<file path="src/rtl/syn_fifo_param.sv">
// syn_fifo_param: parametrised synchronous FIFO with occupancy count, threshold flags and error pulses.
// Define SYN_FIFO_FWFT_EN for first-word-fall-through reads; default is a registered 1-cycle-latency read.
module syn_fifo_param #(
    parameter int DATA_WIDTH = 8,
    parameter int DEPTH      = 8,
    parameter int AF_THRESH  = 6,
    parameter int AE_THRESH  = 2
) (
    input  logic                       clk,
    input  logic                       rst,
    input  logic                       wr_ena,
    input  logic [DATA_WIDTH-1:0]      data_in,
    input  logic                       rd_ena,
    output logic [DATA_WIDTH-1:0]      data_out,
    output logic                       full,
    output logic                       empty,
    output logic                       almost_full,
    output logic                       almost_empty,
    output logic [$clog2(DEPTH):0]     count,
    output logic                       overflow,
    output logic                       underflow
);
    localparam int AW = $clog2(DEPTH);
    localparam logic [AW:0] AF = (AW+1)'(AF_THRESH);
    localparam logic [AW:0] AE = (AW+1)'(AE_THRESH);
    logic [DATA_WIDTH-1:0] mem [DEPTH];
    logic [AW:0] wr_ptr, rd_ptr;
    logic wr_acc, rd_acc;
    assign count        = wr_ptr - rd_ptr;
    assign empty        = wr_ptr == rd_ptr;
    assign full         = (wr_ptr[AW-1:0] == rd_ptr[AW-1:0]) && (wr_ptr[AW] != rd_ptr[AW]);
    assign almost_full  = count >= AF;
    assign almost_empty = count <= AE;
    assign wr_acc       = wr_ena && !full;
    assign rd_acc       = rd_ena && !empty;
    always_ff @(posedge clk) begin
        if (wr_acc && !rst) mem[wr_ptr[AW-1:0]] <= data_in;
    end
    always_ff @(posedge clk) begin
        if (rst) begin
            wr_ptr    <= '0;
            rd_ptr    <= '0;
            overflow  <= 1'b0;
            underflow <= 1'b0;
        end else begin
            wr_ptr    <= wr_acc ? wr_ptr + 1'b1 : wr_ptr;
            rd_ptr    <= rd_acc ? rd_ptr + 1'b1 : rd_ptr;
            overflow  <= wr_ena && full;
            underflow <= rd_ena && empty;
        end
    end
`ifdef SYN_FIFO_FWFT_EN
    assign data_out = empty ? '0 : mem[rd_ptr[AW-1:0]];
`else
    always_ff @(posedge clk) begin
        if (rst) data_out <= '0;
        else if (rd_acc) data_out <= mem[rd_ptr[AW-1:0]];
    end
`endif
endmodule

</file>
<file path="config.mk">
export PLATFORM = sky130hd
export DESIGN_NAME = syn_fifo_param
export DESIGN_NICKNAME = d
export VERILOG_FILES = /design/src/rtl/syn_fifo_param.sv
export SDC_FILE = /design/constraint.sdc
export NUM_CORES = 1
export LEC_CHECK = 0
export CORE_MARGIN = 8
export CORE_UTILIZATION = 55
export CTS_CLUSTER_DIAMETER = 200
export CTS_CLUSTER_SIZE = 16
export DETAILED_ROUTE_END_ITERATION = 6
export PLACE_DENSITY_LB_ADDON = 0.05
export SETUP_SLACK_MARGIN = 0.5
export SLEW_MARGIN = 10
export SYNTH_ARGS = -nofsm -noshare
export SYNTH_HDL_FRONTEND = slang
export SYNTH_SLANG_ARGS = --single-unit
</file>
<file path="constraint.sdc">
create_clock -name clk -period 4 [get_ports clk]
set_clock_uncertainty 0.05 [all_clocks]
set_input_delay 0.6 -clock clk [delete_from_list [all_inputs] [get_ports clk]]
set_output_delay 0.6 -clock clk [all_outputs]
set_load 0.005 [all_outputs]
</file>
# Yosys cells after proc, flatten, opt, wreduce, memory -nomap -nowiden
# Memories as Yosys holds them, arrays and structs flattened. A register that Yosys moved wholly into a read port is not among the register bits.
# Cells that the tools add are included.
[classes] addsub=3 n_eq_ne=3 muxes=2 order_cmp=2 reduce_logical=9
[ops] cell="4-bit by 1-bit adder with 4-bit output (second input constant)" count=2
[ops] cell="1-bit logical AND" count=6
[ops] cell="4-bit equality test" count=1
[ops] cell="4-bit by 3-bit greater-or-equal comparator with 1-bit output (second input constant)" count=1
[ops] cell="4-bit by 2-bit less-or-equal comparator with 1-bit output (second input constant)" count=1
[ops] cell="4-bit subtractor" count=1
[ops] cell="3-bit equality test" count=1
[ops] cell="1-bit logical NOT" count=3
[ops] cell="1-bit two-way mux" count=2
[ops] cell="1-bit != test" count=1
[word_totals] word_cells=24 input_bits=12 mem_count=1 regBits=10 ramBits=64 out_inout_bits=18
[mem_list] memory="mem" words=8 word_bits=8 rd=1 rd_clocked_by_memory_dff=1 wr=1 line_no="26" source="logic [DATA_WIDTH-1:0] mem [DEPTH];"

# Logic depth before layout (Yosys ltp)
# Gate-level depths: netlist of run 1.
[logic_depth] ltp_word=7 mapped_depth=9 depth_no_buf=6

# Worst setup path before layout of run 1
# No wires, ideal clock.
[synth_path] kind="reg2reg" start="register rd_ptr[1]" end="memory mem[0][0], enable pin" n_path_buf=3 period_less_slack_ps=2967 stages_incl_launch_ff=10 setup_time_ps=395 t_arrival_ps=2522 required_ps=3555 path_slack_ps=1033 path_cell_list="dfxtp_1 -> buf_6 -> buf_12 -> buf_12 -> inv_1 -> ha_1 -> and3_1 -> nand2_1 -> nand3_1 -> nor4_1"
[synth_via] elab_chain_cells=7
[synth_lines] element="from (decl)" line_no="27" source="logic [AW:0] wr_ptr, rd_ptr;"
[synth_lines] element="from (signal assigned)" line_no="47" source="rd_ptr <= rd_acc ? rd_ptr + 1'b1 : rd_ptr;"
[synth_lines] element="3-bit equality test" line_no="31" source="assign full = (wr_ptr[AW-1:0] == rd_ptr[AW-1:0]) && (wr_ptr[AW] != rd_ptr[AW]);"
[synth_lines] element="1-bit logical AND" line_no="31"
[synth_lines] element="1-bit logical NOT" line_no="34" source="assign wr_acc = wr_ena && !full;"
[synth_lines] element="1-bit logical AND" line_no="34"
[synth_lines] element="1-bit logical AND" line_no="37" source="if (wr_acc && !rst) mem[wr_ptr[AW-1:0]] <= data_in;"
[synth_lines] element="1-bit two-way mux" line_no="37"
[synth_lines] element="1-bit two-way mux (not written as such)" line_no="37"
[synth_lines] element="to (decl)" line_no="26"
# No other way between the ends.

# Final worst setup path of run 1
[layout_path] start="register rd_ptr[2]" end="output almost_empty"
[layout_via] elab_chain_cells=2
[layout_lines] element="4-bit subtractor" line_no="29" source="assign count = wr_ptr - rd_ptr;"
[layout_lines] element="4-bit by 2-bit less-or-equal comparator with 1-bit output" line_no="33" source="assign almost_empty = count <= AE;"
[layout_lines] element="to (decl)" line_no="18" source="output logic almost_empty,"
# No other way between the ends.

==> results of run 1 <==
## worst min-delay path by stage
stage                     depth (start not counted)     endpoint         from  slack [ns]
after floorplan                                   2    wr_ptr[0]    wr_ptr[0]        0.43
after CTS                                         2  data_out[2]  data_out[2]        0.45
after global placement                            2  data_out[5]  data_out[5]        0.43
after detailed placement                          2  data_out[2]  data_out[2]        0.43
final                                             2  data_out[7]  data_out[7]        0.45
after global routing                              2  data_out[1]  data_out[1]        0.47
## flip-flops by register name, summed over array words and instances, names as in the netlist
name       flops
data_out       8
rd_ptr         4
overflow       1
wr_ptr         4
mem           64
underflow      1
## critical path: stages, from the launching register on
cell and delay [ns]:
dfxtp_1 0.68, inv_1 0.15, ha_1 0.37, o21ai_0 0.13, a21oi_1 0.27, o21a_1 0.16, clkdlybuf4s50_1 0.49
## through the flow
step                cells  hold slack, ns  worst slack (ns)
global route          343           0.467             0.582
detailed placement    327           0.431              1.14
CTS                   343           0.447             0.744
finish                343           0.447             0.751
global placement      327           0.427              1.15
floorplan             225           0.429              1.03
## layout by cell type (no fill, tap or decap), types with 2 or more instances in the layout
cell type and count:
xnor2_1 6, nand2_1 7, ha_1 5, bufinv_16 2, o22ai_1 8, nor4_1 3
clkbuf_8 9, and3_1 2, o211ai_1 2, clkdlybuf4s50_1 29, buf_4 9, nand2b_1 2
dfxtp_1 18, mux4_1 6, nor3_1 10, a21oi_1 6, nand3_1 4, a211oi_1 8
edfxtp_1 64, mux4_2 2, inv_1 9, mux2i_1 16, nor2_1 20, inv_6 3
o21ai_0 3
## synthesized netlist by cell type, types with 2 or more instances
| library cell | number | area [µm²] |
|---|---|---|
| mux4_2 | 2 | 45.0 |
| nor2_1 | 20 | 75.1 |
| ha_1 | 5 | 62.6 |
| mux4_1 | 6 | 158 |
| inv_1 | 9 | 33.8 |
| nor4_1 | 3 | 18.8 |
| nor3_1 | 10 | 50.1 |
| and3_1 | 2 | 12.5 |
| nand3_1 | 4 | 20.0 |
| o22ai_1 | 8 | 50.1 |
| o211ai_1 | 2 | 15.0 |
| dfxtp_1 | 18 | 360 |
| mux2i_1 | 16 | 160 |
| a211oi_1 | 8 | 60.1 |
| xnor2_1 | 6 | 52.6 |
| edfxtp_1 | 64 | 1920 |
| o21ai_0 | 3 | 15.0 |
| clkbuf_1 | 5 | 18.8 |
| nand2b_1 | 2 | 12.5 |
| buf_12 | 2 | 40.0 |
| nand2_1 | 7 | 26.3 |
| a21oi_1 | 6 | 30.0 |
## area by class of cell
type                       count  area (µm²)
clock buffer                   9         124
clock inverter                 7         106
fill                         431        1950
inverter                       9        33.8
multi-input combinational    123        1000
sequential                    82        2280
tap                           75        93.8
timing repair buffer          38         358
## report_power, final
group / total (W) / internal (W) / switching [W]
logic: 0.000317 / 0.000155 / 0.000162
registers: 0.000960 / 0.000946 / 0.0000135
clock network: 0.000680 / 0.000364 / 0.000317
## metal layers
| layer | GRT usage, % | share of wire [%] | routed length [µm] | vias to the layer above |
|---|---|---|---|---|
| li1 | - | - | - | 940 |
| met1 | 20.8 | 46 | 3060 | 938 |
| met2 | 23.1 | 46 | 3000 | 53 |
| met3 | 4.68 | 6.9 | 455 | 9 |
| met4 | 5.46 | 1.1 | 74 | 0 |
| met5 | 0 | 0 | 0 | - |
## cells by family after synthesis
family          share of synthesized area (%)
flops                                    66.8
buf+inv                                  3.77
mux                                      10.6
fa+ha+maj                                2.42
xor+xnor                                 2.27
simple gates                             7.80
compound gates                           6.30
==> results.sh, run 1 <==
export IMPL_syn_nets=243
export IMPL_ys_warn_count=0
export IMPL_grt_overflow=0
export IMPL_ys_seq_area_share_pct=66.8
export IMPL_p_leak_nw=1.32
export IMPL_fin_util_pct=67.2
export IMPL_synthToLayoutAreaGrowth_pct=17.2
export IMPL_rows=28
export IMPL_postSynthCellCount=225
export IMPL_required_ns=3.35
export IMPL_status="complete, no violations"
export IMPL_clk_pin_slew_ns=0.09
export IMPL_cp_start_kind="flop"
export IMPL_drt_total_wl_um=6590
export IMPL_place_hpwl_um=4250
export IMPL_power_w=0.00196
export IMPL_yosysUniqueCellTypes=39
export IMPL_fp_dieW_um=94.8
export IMPL_post_cts_buffers=0
export IMPL_cts_buffers=9
export IMPL_powerDensity_mw_per_mm2=489
export IMPL_via_count=1940
export IMPL_syn_area_mm2=0.00342
export IMPL_post_cts_resized=0
export IMPL_min_period_ns=3.25
export IMPL_reg2reg_from="rd_ptr[2]"
export IMPL_io_pins=30
export IMPL_grt_max_degree=29
export IMPL_routed_via_density=5.66
export IMPL_core_area_mm2=0.00596
export IMPL_finalCritPeriodShare_pct=81.2
export IMPL_antenna_found_initial=0
export IMPL_rsz0062_at_grt="no"
export IMPL_drv_cap=0
export IMPL_fin_tns_setup_ns=0
export IMPL_nets=281
export IMPL_synth_seq_cells=82
export IMPL_drcViolationCount=0
export IMPL_worst_path_max_fanout=12
export IMPL_diodes=0
export IMPL_synth_ff_type="edfxtp_1"
export IMPL_setup_viol=0
export IMPL_avgSynthCellArea_um2=15.2
export IMPL_ant_nets=0
export IMPL_dr_pass1_iters=4
export IMPL_gp_congestion=0.734
export IMPL_min_path_type="flop to flop"
export IMPL_synthArstFlopShare_pct=0
export IMPL_start_util_pct=57.4
export IMPL_setup_worst_path_class="flop to primary output"
export IMPL_arrival_ns=2.60
export IMPL_critPathCapture="almost_empty"
export IMPL_drive_above_1_share_pct=12.3
export IMPL_die_h_um=94.8
export IMPL_r2r_end="mem[5][7]"
export IMPL_first_iter_violations=113
export IMPL_htreeDepth=3
export IMPL_slew_violations=0
export IMPL_reg2reg_slack_ns=1.18
export IMPL_critPathLaunch="rd_ptr[2]"
export IMPL_slew_headroom_pct=49.5
export IMPL_gr_usage_all_layers_pct=15.4
export IMPL_clock_tree_root_cell="clkbuf_8"
export IMPL_wl_per_cell_um=19.2
export IMPL_die_area_mm2=0.00899
export IMPL_cts_buffer_depth=2
export IMPL_tightest_slew_ns=0.755
export IMPL_holdBufCountCts=0
export IMPL_hold_viol=0
export IMPL_insertion_delay_ns=0.35
export IMPL_final_cell_area_mm2=0.00400
export IMPL_synth_edff_count=64
export IMPL_place_area_mm2=0.00377
export IMPL_ff2ff_path_depth=6
export IMPL_first_global_vias=1836
export IMPL_cts_tree="done"
export IMPL_endpoint_kind="primary output"
export IMPL_fmax_ghz=0.308
export IMPL_grt_first_pass_wirelength_um=10000
export IMPL_ir_drop_uv=410
export IMPL_port_buffers=29
export IMPL_cts_sinks=82
(Power assumes the default switching activity.)
==> inputs of run 2 (changes only) <==
- CORE_UTILIZATION: 55 -> 51
- clock period: 4 -> 2.9 ns (I/O delays scaled with it)
==> run 2 against run 1 <==
First-iteration DRC count decreased by 36%. Design area increased by 4.5%. Worst setup slack got worse by 0.22 ns. Routed wire length increased by 5.5%. Sequential power increased by 39%. Power increased by 33%. Flip-flop and latch count unchanged. Critical path type unchanged. Critical endpoint is now empty. Largest cell class unchanged.
==> results.sh, run 2 (synthesis results as in run 1) <==
export IMPL_status="complete, no violations"
export IMPL_setup_viol=0
export IMPL_required_ns=2.41
export IMPL_final_cell_area_mm2=0.00418
export IMPL_finalCritPeriodShare_pct=81.6
export IMPL_min_path_type="flop to flop"
export IMPL_met3WireLength_um=295
export IMPL_rsz0062_at_grt="yes"
export IMPL_dp_slack_ns=0.317
export IMPL_clk_pin_slew_ns=0.09
export IMPL_p_leak_nw=1.40
export IMPL_crit_chain="inv_2 -> ha_4 -> nand3_1 -> nor2_1 -> clkdlybuf4s50_1"
export IMPL_core_area_mm2=0.00664
export IMPL_first_global_vias=2046
export IMPL_hold_viol=0
export IMPL_ant_nets=0
export IMPL_nets=289
export IMPL_cp_slowest_cell="clkdlybuf4s50_1"
export IMPL_final_common_cell="edfxtp_1"
export IMPL_largest_reg_flops=64
export IMPL_setup_worst_path_class="flop to primary output"
export IMPL_worst_slack_ns=0.535
export IMPL_ff2ff_path_depth=5
export IMPL_rows=30
export IMPL_slew_headroom_pct=63.0
export IMPL_grt_max_degree=28
export IMPL_layout_common_cells="edfxtp_1, clkdlybuf4s50_1, buf_4"
export IMPL_tightest_slew_ns=0.553
export IMPL_whs_path_depth=2
export IMPL_holdBufCountCts=0
export IMPL_htreeDepth=3
export IMPL_cts_sinks=82
export IMPL_drv_cap=0
export IMPL_routed_via_density=5.65
export IMPL_arrival_ns=1.88
export IMPL_antenna_found_initial=0
export IMPL_wl_met1_um=3000
export IMPL_drive_above_1_share_pct=23.6
export IMPL_wl_met2_um=3590
export IMPL_cp_start_kind="flop"
export IMPL_synthToLayoutAreaGrowth_pct=22.5
export IMPL_start_util_pct=51.4
export IMPL_place_area_mm2=0.00392
export IMPL_fillers=514
export IMPL_slowest_delay_ns=0.51
export IMPL_drt_total_wl_um=6950
export IMPL_diodes=0
export IMPL_gp_congestion=0.736
export IMPL_grt_first_pass_wirelength_um=10900
export IMPL_cts_buffer_depth=2
export IMPL_via_count=2010
export IMPL_cts_tree="done"
export IMPL_die_area_mm2=0.00957
export IMPL_ir_drop_uv=391
export IMPL_grt_overflow=0
export IMPL_multi_input_area_mm2=0.00116
export IMPL_gr_usage_all_layers_pct=15.0
export IMPL_worst_path_max_fanout=6
export IMPL_io_pins=30
export IMPL_port_buffers=29
export IMPL_seq_area_mm2=0.00229
export IMPL_fin_tns_setup_ns=0
export IMPL_wl_per_cell_um=19.5
export IMPL_die_h_um=97.8
export IMPL_endpoint_kind="primary output"
export IMPL_powerDensity_mw_per_mm2=621
export IMPL_place_hpwl_um=4420
export IMPL_slew_violations=0
export IMPL_insertion_delay_ns=0.35
export IMPL_clock_tree_root_cell="clkbuf_8"
export IMPL_fmax_ghz=0.423
export IMPL_routed_top_layer="met4"
export IMPL_fp_dieW_um=97.8
export IMPL_drcViolationCount=0
export IMPL_first_iter_violations=72
export IMPL_min_period_ns=2.37
export IMPL_dr_pass1_iters=4
export IMPL_cts_buffers=9
run 2: changes by cell type in the layout (fill, tap and decap cells not counted), sizes merged:
cell / previous run / this run
clkdlybuf4s15: 0 / 1
clkbuf: 9 / 10
buf: 9 / 18
bufinv: 2 / 1
inv: 13 / 10
dlymetal6s2s: 0 / 1
clkdlybuf4s50: 29 / 23
dlygate4sd2: 0 / 3
clkinv: 1 / 3
clkinvlp: 0 / 1
run 2: per-stage QoR:
stage | power (W) | util (%) | cells | hold WS (ns)
floorplan | 0.00161 | - | 225 | 0.434
global placement | 0.00181 | 59.0 | 337 | 0.429
detailed placement | 0.00181 | 59.0 | 337 | 0.428
CTS | 0.00262 | 62.7 | 356 | 0.445
global route | 0.00271 | 63.0 | 356 | 0.466
finish | 0.00260 | 63.0 | 356 | 0.443
run 2: final cells by class:
class	count	share of cell area [%]
Clock buffer	10	3.05
Clock inverter	6	1.56
Inverter	9	0.807
Multi-Input combinational cell	123	27.6
Sequential cell	82	54.7
Tap cell	80	2.39
Timing Repair Buffer	46	9.84
run 2: worst paths after layout:
path / from / to / slack (ns)
worst max-delay path: rd_ptr[2] / empty / 0.53
worst min-delay path: data_out[1] / data_out[1] / 0.44
worst max register to register: rd_ptr[1] / data_out[1] / 0.82
worst min register to register: data_out[1] / data_out[1] / 0.44
run 2: worst max-delay path, delay by kind of cell (launching register included):
kind / cells / cell delay (ns)
adder cells (fa/ha/maj): 1 / 0.29
buffers and inverters: 2 / 0.56
flip-flops: 1 / 0.34
AND/OR/NAND/NOR: 2 / 0.34
run 2: layer usage:
layer	up-vias	global-route usage, %
met4	0	5.04
met1	1010	17.4
li1	953	-
met5	-	0
met2	40	26.0
met3	7	4.27
run 2: what timing repair did:
item                       CTS  global route
pin swaps                    4             0
cloned                       0             0
setup buffers                3             0
resized for setup           19             5
setup endpoints to repair    7             5
run 2: where the power goes:
group	switching, W	internal [W]	total (W)
clock network	0.000410	0.000400	0.000810
registers	0.0000196	0.00131	0.00133
logic	0.000240	0.000225	0.000465
==> inputs of run 3 (changes only) <==
- CORE_UTILIZATION: 51 -> 55
- clock period: 2.9 -> 2.4 ns (I/O delays scaled with it)
==> run 3 against run 2 <==
Flip-flop and latch count is the same. Critical path depth grew 2. Power grew 23%. Core utilization grew 11 points. Register-to-register slack lost 0.39 ns. Via count grew 5.1%. Combinational power grew 49%. Non-clock buffer count grew 17.
==> results.sh, run 3 (synthesis results as in run 1) <==
export IMPL_use_met2_pct=23.9
export IMPL_first_iter_violations=137
export IMPL_met1_usage_pct=23.4
export IMPL_status="complete, no violations"
export IMPL_multi_input_area_mm2=0.00123
export IMPL_fillers=384
export IMPL_holdBufCountCts=0
export IMPL_grt_overflow=0
export IMPL_cts_buffers=9
export IMPL_gp_congestion=0.818
export IMPL_htreeDepth=3
export IMPL_largest_reg_flops=64
export IMPL_first_global_vias=1950
export IMPL_min_period_ns=2.21
export IMPL_gr_usage_all_layers_pct=16.4
export IMPL_min_path_type="flop to flop"
export IMPL_cts_buffer_depth=2
export IMPL_drt_total_wl_um=7320
export IMPL_cts_sinks=82
export IMPL_tightest_slew_ns=0.638
export IMPL_nets=306
export IMPL_clock_tree_root_cell="clkbuf_8"
export IMPL_place_hpwl_um=4500
export IMPL_port_buffers=29
export IMPL_dp_slack_ns=0.0845
export IMPL_fmax_ghz=0.453
export IMPL_cts_tree="done"
export IMPL_slew_violations=0
export IMPL_fp_dieW_um=94.8
export IMPL_rows=28
export IMPL_diodes=0
export IMPL_seq_area_mm2=0.00229
export IMPL_arrival_ns=1.80
export IMPL_die_h_um=94.8
export IMPL_crit_chain="inv_2 -> ha_4 -> fa_2 -> inv_2 -> a21oi_2 -> o21a_1 -> buf_2"
export IMPL_drive_above_1_share_pct=35.2
export IMPL_worst_slack_ns=0.193
export IMPL_setup_viol=0
export IMPL_start_util_pct=57.4
export IMPL_via_count=2112
export IMPL_cp_slowest_cell="fa_2"
export IMPL_slowest_delay_ns=0.53
export IMPL_path_common_cell="inv_2"
export IMPL_setup_worst_path_class="flop to primary output"
export IMPL_layout_common_cells="edfxtp_1, buf_4, clkdlybuf4s50_1"
export IMPL_final_common_cell="edfxtp_1"
export IMPL_routed_via_density=5.74
export IMPL_use_met3_pct=3.49
export IMPL_fin_tns_setup_ns=0
export IMPL_clk_pin_slew_ns=0.08
export IMPL_place_area_mm2=0.00393
export IMPL_drcViolationCount=0
export IMPL_io_pins=30
export IMPL_ant_nets=0
export IMPL_dr_pass1_iters=4
export IMPL_insertion_delay_ns=0.35
export IMPL_endpoint_kind="primary output"
export IMPL_rsz0062_at_grt="yes"
export IMPL_hold_viol=0
export IMPL_powerDensity_mw_per_mm2=719
export IMPL_synthToLayoutAreaGrowth_pct=29.7
export IMPL_ir_drop_uv=508
export IMPL_required_ns=1.99
export IMPL_p_leak_nw=1.50
export IMPL_grt_first_pass_wirelength_um=10800
export IMPL_finalCritPeriodShare_pct=92.0
export IMPL_final_cell_area_mm2=0.00443
export IMPL_wl_per_cell_um=19.9
export IMPL_antenna_found_initial=0
export IMPL_die_area_mm2=0.00899
export IMPL_core_area_mm2=0.00596
export IMPL_slew_headroom_pct=57.2
export IMPL_grt_max_degree=28
export IMPL_cp_start_kind="flop"
export IMPL_drv_cap=0
export IMPL_grt_busiest_layer="met2"
export IMPL_worst_path_max_fanout=3
[run 3: area by class of cell]
| type | instances | area share [%] |
|---|---|---|
| sequential | 82 | 51.7 |
| multi-input combinational | 123 | 27.7 |
| clock buffer | 9 | 2.80 |
| tap | 75 | 2.12 |
| timing repair buffer | 63 | 13.7 |
| clock inverter | 7 | 1.16 |
| inverter | 9 | 0.819 |
[run 3: timing repair]
item                                    CTS  global route
endpoints found under the setup margin   63            47
gates cloned                              0             1
pin swaps                                12            14
setup buffers                             7            11
resized for setup                        47            24
[run 3: path summary, 6_finish.rpt]
kind	cells after the start	end	startpoint	slack, ns
hold reg to reg	2	data_out[0]	data_out[0]	0.45
setup / recovery	7	almost_empty	wr_ptr[0]	0.19
hold / removal	2	data_out[0]	data_out[0]	0.45
setup reg to reg	8	mem[7][1]	rd_ptr[1]	0.43
[run 3: worst max-delay path: cells and delay by family, from the launching register on]
kind,cells,cell delay (ns)
AOI/OAI and AO/OA,2,0.24
adders and majority gates,2,0.69
buffers and inverters,3,0.20
DFF,1,0.34
[run 3: layer usage]
metal	share of wire, %	up-vias
li1	-	984
met1	46	1065
met2	47	53
met3	5.6	10
met4	1.4	0
met5	0	-
[run 3: metrics by stage]
stage / hold slack [ns] / util, % / std cells / power (W)
detailed placement: 0.431 / 66.1 / 333 / 0.00221
finish: 0.445 / 74.4 / 368 / 0.00319
floorplan: 0.409 / - / 225 / 0.00195
global placement: 0.429 / 66.1 / 333 / 0.00219
CTS: 0.447 / 70.9 / 356 / 0.00311
global route: 0.472 / 74.4 / 368 / 0.00333
[run 3: where the power goes]
part	leakage (nW)	internal (W)	total [W]	switching (W)
clock network	0.0880	0.000383	0.000893	0.000510
registers	0.728	0.00158	0.00160	0.0000245
logic	0.685	0.000345	0.000692	0.000347
total	1.50	0.00231	0.00319	0.000882
